===== src/rtl/chacha20_pkg.sv =====
// chacha20_pkg: shared types, sizes and constants for the ChaCha20 core and its keystream consumer
package chacha20_pkg;
    localparam int KS_WORDS = 16;
    localparam int WORD_W   = 32;
    localparam int NONCE_W  = 96;
    localparam int BLOCK_W  = KS_WORDS * WORD_W;
    localparam int IDX_W    = $clog2(KS_WORDS);

    // "expand 32-byte k" words, shared with the core's initial state
    localparam logic [WORD_W-1:0] SIGMA0 = 32'h61707865;
    localparam logic [WORD_W-1:0] SIGMA1 = 32'h3320646e;
    localparam logic [WORD_W-1:0] SIGMA2 = 32'h79622d32;
    localparam logic [WORD_W-1:0] SIGMA3 = 32'h6b206574;

    typedef enum logic [1:0] {IDLE, REQ, WAIT, STREAM} state_t;

    // Word 0 of a keystream block sits in the most significant 32 bits
    function automatic logic [WORD_W-1:0] ks_word(input logic [BLOCK_W-1:0] blk, input logic [IDX_W-1:0] idx);
        return blk[BLOCK_W - 1 - WORD_W * int'(idx) -: WORD_W];
    endfunction
endpackage


===== src/rtl/chacha20_stream_xor_if.sv =====
// chacha20_stream_xor_if: message stream in/out plus the keystream request channel to the core
interface chacha20_stream_xor_if;
    import chacha20_pkg::*;

    logic               msg_start;
    logic [NONCE_W-1:0] nonce;
    logic               in_valid;
    logic [WORD_W-1:0]  in_data;
    logic               in_last;
    logic               in_ready;
    logic               out_valid;
    logic [WORD_W-1:0]  out_data;
    logic               out_last;
    logic               out_ready;
    logic               ks_req;
    logic [NONCE_W-1:0] ks_nonce;
    logic [WORD_W-1:0]  ks_counter;
    logic [BLOCK_W-1:0] ks_block;
    logic               ks_done;

    // Environment side: message source, message sink and keystream core
    modport master (
        output msg_start, nonce, in_valid, in_data, in_last, out_ready, ks_block, ks_done,
        input  in_ready, out_valid, out_data, out_last, ks_req, ks_nonce, ks_counter
    );

    // XOR block side
    modport slave (
        input  msg_start, nonce, in_valid, in_data, in_last, out_ready, ks_block, ks_done,
        output in_ready, out_valid, out_data, out_last, ks_req, ks_nonce, ks_counter
    );
endinterface


===== src/rtl/chacha20_ks_buffer.sv =====
// chacha20_ks_buffer: holds one 512-bit keystream block and selects the word at the current index
module chacha20_ks_buffer
    import chacha20_pkg::*;
(
    input  logic               clk,
    input  logic               resetn,
    input  logic               i_load,
    input  logic [BLOCK_W-1:0] i_block,
    input  logic [IDX_W-1:0]   i_idx,
    output logic [WORD_W-1:0]  o_word
);
    logic [BLOCK_W-1:0] r_buf;

    // Capture a whole block when the core delivers it
    always_ff @(posedge clk or negedge resetn) begin
        if (!resetn)
            r_buf <= '0;
        else if (i_load)
            r_buf <= i_block;
    end

    assign o_word = ks_word(r_buf, i_idx);
endmodule


===== src/rtl/chacha20_stream_xor.sv =====
// chacha20_stream_xor: XORs a 32-bit message stream with ChaCha20 keystream, fetching blocks on demand.
// Define CHACHA_CTR_WRAP_ERR_EN to stop with a sticky ctr_err instead of wrapping the block counter.
module chacha20_stream_xor
    import chacha20_pkg::*;
(
    input  logic                 clk,
    input  logic                 resetn,
    chacha20_stream_xor_if.slave bus,
    output logic                 busy
`ifdef CHACHA_CTR_WRAP_ERR_EN
    ,
    output logic                 ctr_err
`endif
);
    state_t             r_state, w_state_nxt;
    logic [NONCE_W-1:0] r_nonce;
    logic [WORD_W-1:0]  r_ks_counter;
    logic [IDX_W-1:0]   r_word_idx;
    logic               r_out_valid;
    logic [WORD_W-1:0]  r_out_data;
    logic               r_out_last;
    logic [WORD_W-1:0]  w_ks_word;
    logic               w_start;
    logic               w_load;
    logic               w_accept;
    logic               w_boundary;
    logic               w_wrap_stop;

    assign w_start    = (r_state == IDLE) && bus.msg_start;
    assign w_load     = (r_state == WAIT) && bus.ks_done;
    assign w_accept   = bus.in_valid && bus.in_ready;
    // Last word of a block consumed and the message continues: another block is needed
    assign w_boundary = w_accept && !bus.in_last && (r_word_idx == IDX_W'(KS_WORDS - 1));

`ifdef CHACHA_CTR_WRAP_ERR_EN
    logic r_ctr_err;

    assign w_wrap_stop = w_boundary && (&r_ks_counter);
    assign ctr_err     = r_ctr_err;

    // Sticky counter-exhaustion flag, cleared by the next accepted message start
    always_ff @(posedge clk or negedge resetn) begin
        if (!resetn)
            r_ctr_err <= 1'b0;
        else if (w_start)
            r_ctr_err <= 1'b0;
        else if (w_wrap_stop)
            r_ctr_err <= 1'b1;
    end
`else
    assign w_wrap_stop = 1'b0;
`endif

    chacha20_ks_buffer u_ks_buffer (
        .clk     (clk),
        .resetn  (resetn),
        .i_load  (w_load),
        .i_block (bus.ks_block),
        .i_idx   (r_word_idx),
        .o_word  (w_ks_word)
    );

    // State register
    always_ff @(posedge clk or negedge resetn) begin
        if (!resetn)
            r_state <= IDLE;
        else
            r_state <= w_state_nxt;
    end

    // Next state: in_last beats the block boundary, so a final word never triggers a request
    always_comb begin
        w_state_nxt = r_state;
        case (r_state)
            IDLE:    if (bus.msg_start) w_state_nxt = REQ;
            REQ:     w_state_nxt = WAIT;
            WAIT:    if (bus.ks_done) w_state_nxt = STREAM;
            STREAM: begin
                if (w_accept && bus.in_last)
                    w_state_nxt = IDLE;
                else if (w_boundary)
                    w_state_nxt = w_wrap_stop ? IDLE : REQ;
            end
            default: w_state_nxt = IDLE;
        endcase
    end

    // Nonce and block counter for the core; held steady between request and delivery
    always_ff @(posedge clk or negedge resetn) begin
        if (!resetn) begin
            r_nonce      <= '0;
            r_ks_counter <= '0;
        end else if (w_start) begin
            r_nonce      <= bus.nonce;
            r_ks_counter <= '0;
        end else if (w_boundary && !w_wrap_stop) begin
            r_ks_counter <= r_ks_counter + WORD_W'(1);
        end
    end

    // Position of the next keystream word inside the buffered block
    always_ff @(posedge clk or negedge resetn) begin
        if (!resetn)
            r_word_idx <= '0;
        else if (w_load)
            r_word_idx <= '0;
        else if (w_accept)
            r_word_idx <= r_word_idx + IDX_W'(1);
    end

    // Output register, free to drain regardless of FSM state
    always_ff @(posedge clk or negedge resetn) begin
        if (!resetn) begin
            r_out_valid <= 1'b0;
            r_out_data  <= '0;
            r_out_last  <= 1'b0;
        end else if (w_accept) begin
            r_out_valid <= 1'b1;
            r_out_data  <= bus.in_data ^ w_ks_word;
            r_out_last  <= bus.in_last;
        end else if (bus.out_ready) begin
            r_out_valid <= 1'b0;
        end
    end

    assign bus.in_ready   = (r_state == STREAM) && (!r_out_valid || bus.out_ready);
    assign bus.out_valid  = r_out_valid;
    assign bus.out_data   = r_out_data;
    assign bus.out_last   = r_out_last;
    assign bus.ks_req     = (r_state == REQ);
    assign bus.ks_nonce   = r_nonce;
    assign bus.ks_counter = r_ks_counter;
    assign busy           = (r_state != IDLE);
endmodule


===== src/flat_wrapper.sv =====
// flat-port wrapper written by rule: the top's interface ports become plain ports
module chacha20_stream_xor_flat import chacha20_pkg::*;
  (clk, resetn, busy, bus_msg_start, bus_nonce, bus_in_valid, bus_in_data, bus_in_last, bus_out_ready, bus_ks_block, bus_ks_done, bus_in_ready, bus_out_valid, bus_out_data, bus_out_last, bus_ks_req, bus_ks_nonce, bus_ks_counter);
  chacha20_stream_xor_if bus_i ();
  input  logic clk;
  input  logic resetn;
  output logic busy;
  input wire logic [$bits(bus_i.msg_start)-1:0] bus_msg_start;
  input wire logic [$bits(bus_i.nonce)-1:0] bus_nonce;
  input wire logic [$bits(bus_i.in_valid)-1:0] bus_in_valid;
  input wire logic [$bits(bus_i.in_data)-1:0] bus_in_data;
  input wire logic [$bits(bus_i.in_last)-1:0] bus_in_last;
  input wire logic [$bits(bus_i.out_ready)-1:0] bus_out_ready;
  input wire logic [$bits(bus_i.ks_block)-1:0] bus_ks_block;
  input wire logic [$bits(bus_i.ks_done)-1:0] bus_ks_done;
  output wire logic [$bits(bus_i.in_ready)-1:0] bus_in_ready;
  output wire logic [$bits(bus_i.out_valid)-1:0] bus_out_valid;
  output wire logic [$bits(bus_i.out_data)-1:0] bus_out_data;
  output wire logic [$bits(bus_i.out_last)-1:0] bus_out_last;
  output wire logic [$bits(bus_i.ks_req)-1:0] bus_ks_req;
  output wire logic [$bits(bus_i.ks_nonce)-1:0] bus_ks_nonce;
  output wire logic [$bits(bus_i.ks_counter)-1:0] bus_ks_counter;
  assign bus_i.msg_start = bus_msg_start;
  assign bus_i.nonce = bus_nonce;
  assign bus_i.in_valid = bus_in_valid;
  assign bus_i.in_data = bus_in_data;
  assign bus_i.in_last = bus_in_last;
  assign bus_i.out_ready = bus_out_ready;
  assign bus_i.ks_block = bus_ks_block;
  assign bus_i.ks_done = bus_ks_done;
  assign bus_in_ready = bus_i.in_ready;
  assign bus_out_valid = bus_i.out_valid;
  assign bus_out_data = bus_i.out_data;
  assign bus_out_last = bus_i.out_last;
  assign bus_ks_req = bus_i.ks_req;
  assign bus_ks_nonce = bus_i.ks_nonce;
  assign bus_ks_counter = bus_i.ks_counter;
  chacha20_stream_xor u_core (.clk(clk), .resetn(resetn), .bus(bus_i), .busy(busy));
endmodule

===== config.mk =====
export PLATFORM = sky130hd
export DESIGN_NAME = chacha20_stream_xor_flat
export DESIGN_NICKNAME = d
export VERILOG_FILES = /design/src/rtl/chacha20_pkg.sv /design/src/rtl/chacha20_stream_xor_if.sv /design/src/rtl/chacha20_ks_buffer.sv /design/src/rtl/chacha20_stream_xor.sv /design/src/flat_wrapper.sv
export SDC_FILE = /design/constraint.sdc
export NUM_CORES = 2
export LEC_CHECK = 0
export ABC_AREA = 0
export CORE_AREA = 2 2 312 314
export CTS_CLUSTER_DIAMETER = 40
export DETAILED_ROUTE_END_ITERATION = 12
export DIE_AREA = 0 0 314 316
export PLACE_DENSITY = 0.63
export SYNTH_ARGS = -nofsm -noshare
export SYNTH_HDL_FRONTEND = slang
export SYNTH_SLANG_ARGS = --single-unit

===== constraint.sdc =====
create_clock -name clk -period 2.79 [get_ports clk]
set_input_delay 0.558 -clock clk [delete_from_list [all_inputs] [get_ports clk]]
set_output_delay 0.558 -clock clk [all_outputs]
set_load 0.01 [all_outputs]

==> flow_summary_export.csv <==
group,metric,value,unit
clocking,cts_tree,"built",
placed_design,io_buffers,811,
route,wire_per_inst,24.5,um
synthesis,synth-edff-count,0,
finish,nNetsFinal,3680,
route,viasPerCell,4.77,
timing,worst_pin_slew,597,ps
finish,layout.cells.non_filler,4410,
timing,grt_setup_unrepaired,"false",
timing,relSlewSlack,60.2,%
timing,setup_tns,0,ps
synthesis,yosysTopAreaCellShare,57.4,%
finish,seq_area,17000,um^2
placed_design,place_inst,4184,
grt,use_met1,23.6,%
placed_design,gp_congestion,0.933,
grt,grt_pass1_vias,22545,
finish,drive_gt1_share,31.4,%
synthesis,synth.most_common_cell,"dfrtp_1",
synthesis,syn_inst,2124,
grt,grt_use_total,21.6,%
setup_path,crit_slowest_cell,"clkdlybuf4s50_1",
setup_path,arrival,2000,ps
setup_path,required,2230,ps
timing,skew,23.4,ps
timing,fin_crit,2560,ps
clocking,htreeDepth,3,
setup_path,crit_path_max_fanout,4,
floorplan,dieWidth,314,um
setup_path,cp-start-kind,"flop",
grt,busiest_layer,"met2",
placed_design,hpwl,84100,um
floorplan,start_util,30.9,%
timing,drv_slew,0,
route,vias,21053,
finish,fillers,8552,
floorplan,num_rows,114,
timing,fmax,391,MHz
timing,period_share,91.6,%
worst_hold_path,hold_path.class,"primary input to asynchronous set/reset pin",
synthesis,ys.flop_type,"dfrtp_1",
setup_path,r2r_slack,330,ps
synthesis,synth_area,29700,um^2
synthesis,ys_seq_area_share,57.4,%
route,ant_nets,0,
synthesis,ys_async_sr_fraction,100,%
placed_design,placed_cell_area,40100,um^2
floorplan,dieArea,99200,um^2
finish,post-route-cell-area,44200,um^2
grt,grt_overflow,0,
run_status,status,"complete, no violations",
clocking,clock_sinks,680,
setup_path,critPathKind,"flop to output port",
clocking,clkTransAtPathRegs,50,ps
route,drtIter0Drc,1009,
floorplan,core_region_area,96000,um^2
setup_path,cpPeakStageDelay,650,ps
setup_path,end_kind,"output port",
synthesis,synth_seq_cells,680,
synthesis,synth_area_leader_cell,"dfrtp_1",
grt,antenna_found_initial,35,
synthesis,yosysWarnings,0,
grt,grt_max_degree,91,
route,drt_wl_total,108000,um
setup_path,timing.rr.end,"u_core.bus.out_data[4]$_DFFE_PN0P_",
synthesis,ys_top_cells_by_count,"dfrtp_1 (680), mux2_2 (513), nand2_1 (339)",
synthesis,synth_area_leaders,"dfrtp_1 (57%), mux2_2 (19%), mux4_2 (9.7%), nand2_1 (4.3%), xnor2_1 (1.4%)",
clocking,cts_made_buffers,115,
route,firstDrtPassIters,5,
timing,setup_viol_count_final,0,
floorplan,io_pins,812,
grt,gr-usage-met3,7.50,%
flow_run,cap_violations,0,
grt,grt_pass1_wl,155000,um
floorplan,die_h,316,um
timing,finalHoldViolCount,0,
setup_path,r2r_start,"u_core.r_word_idx[1]$_DFFE_PN0P_",
synthesis,avgSynthCellArea,14.0,um^2
synthesis,synthDistinctLibCells,39,
synthesis,mappedNetlistNets,2778,
grt,use_met2,38.6,%
finish,multi_input_area,12100,um^2
pwr,ir_drop,0.000686,V
pwr,power.density,1100,nW/um^2
route,drcViolationCount,0,
clocking,clk_latency,680,ps
setup_path,crit_path_start,"u_core.r_state[1]$_DFFE_PN0P_",
clocking,clk_path_buf_depth,3,
setup_path,rr_worst_depth,7,
clocking,cts_root_buf,"clkbuf_16",
setup_path,cp_cell_sequence,"inv_1 -> ha_1 -> clkdlybuf4s50_1",
finish,area_growth,49.1,%
pwr,leakage,18.2,nW
==> per-stage QoR <==
stage	power [mW]	hold slack, ps	worst slack, ps	utilization, %
after floorplan	26.5	262	474	-
after global placement	34.2	456	-128	41.8
after detailed placement	34.6	461	-99.8	41.8
after CTS	49.6	353	113	46.0
after global routing	51.6	377	115	46.0
final	48.8	392	234	46.1
==> registers in the layout, summed over array words and instances (netlist names) <==
register                  flops
u_core.bus.ks_nonce          96
u_core.bus.ks_counter        32
u_core.u_ks_buffer.r_buf    512
u_core.bus.out_data          32
u_core.r_state                2
u_core.r_word_idx             4
u_core.bus.out_valid          1
u_core.bus.out_last           1
==> kinds of logic after synthesis <==
group                      synth area share [%]
AOI/OAI and AO/OA                          2.42
xor gates and xnor gates                   1.54
adders and majority gates                 0.295
buffers and inverters                      2.02
DFF                                        57.4
muxes                                      30.3
and+or+nand+nor                            6.03
==> layout make-up <==
| class | count | area share, % |
|---|---|---|
| Sequential cell | 680 | 38.5 |
| Clock inverter | 82 | 2.26 |
| Inverter | 12 | 0.102 |
| Multi-Input combinational cell | 1292 | 27.3 |
| Timing Repair Buffer | 925 | 21.2 |
| Antenna cell | 8 | 0.0453 |
| Tap cell | 1276 | 3.61 |
| Clock buffer | 135 | 6.93 |
==> repair_timing <==
action	CTS	global route
setup buffers	0	0
endpoints found under the hold margin	32	0
hold buffers	1	0
setup endpoints to repair	2	0
resized for setup	3	0
==> layer usage <==
layer,wire length (um),up-vias
li1,-,9482
met1,39600,10601
met2,55600,713
met3,8430,213
met4,4150,44
met5,282,-
==> worst max-delay path by stage <==
stage | end | depth (start not counted)
final | bus_ks_req | 3
after global routing | bus_in_ready | 3
after CTS | bus_in_ready | 4
after detailed placement | u_core.bus.ks_counter[28]$_DFFE_PN0P_ | 6
after global placement | u_core.bus.ks_counter[28]$_DFFE_PN0P_ | 6
after floorplan | u_core.u_ks_buffer.r_buf[439]$_DFFE_PN0P_ | 8
==> critical path, delay by kind of cell (launching register included) <==
kind | cells | cell delay [ps]
adders and majority gates | 1 | 150
buffers and inverters | 2 | 770
DFF | 1 | 400
==> power by group <==
group / switching [mW] / leakage [nW] / internal (mW)
registers: 2.59 / 8.21 / 14.6
clock network: 5.38 / 1.97 / 9.37
logic: 7.08 / 8.00 / 9.75
total: 15.0 / 18.2 / 33.8
==> placed cells by master, fill, tap and decap left out, types with 3 or more instances in the layout <==
cell,count
a21oi_1,48
and3_1,3
buf_12,33
buf_4,80
bufinv_16,15
clkbuf_1,10
clkbuf_16,116
clkbuf_8,9
clkdlybuf4s50_1,808
clkinv_2,12
clkinv_4,12
clkinvlp_4,12
dfrtp_1,676
diode_2,8
ha_1,7
inv_1,12
inv_6,25
inv_8,5
mux2_2,513
mux2i_1,33
mux4_2,128
nand2_1,338
nand3_1,9
nand4_1,7
nor2_1,22
nor3_1,5
nor4_1,9
o21ai_0,40
o22ai_1,32
o31ai_1,6
or3_1,7
or3_2,3
or4_1,8
xnor2_1,49
xor2_1,3
No activity file was read; power rests on OpenSTA's default activity.
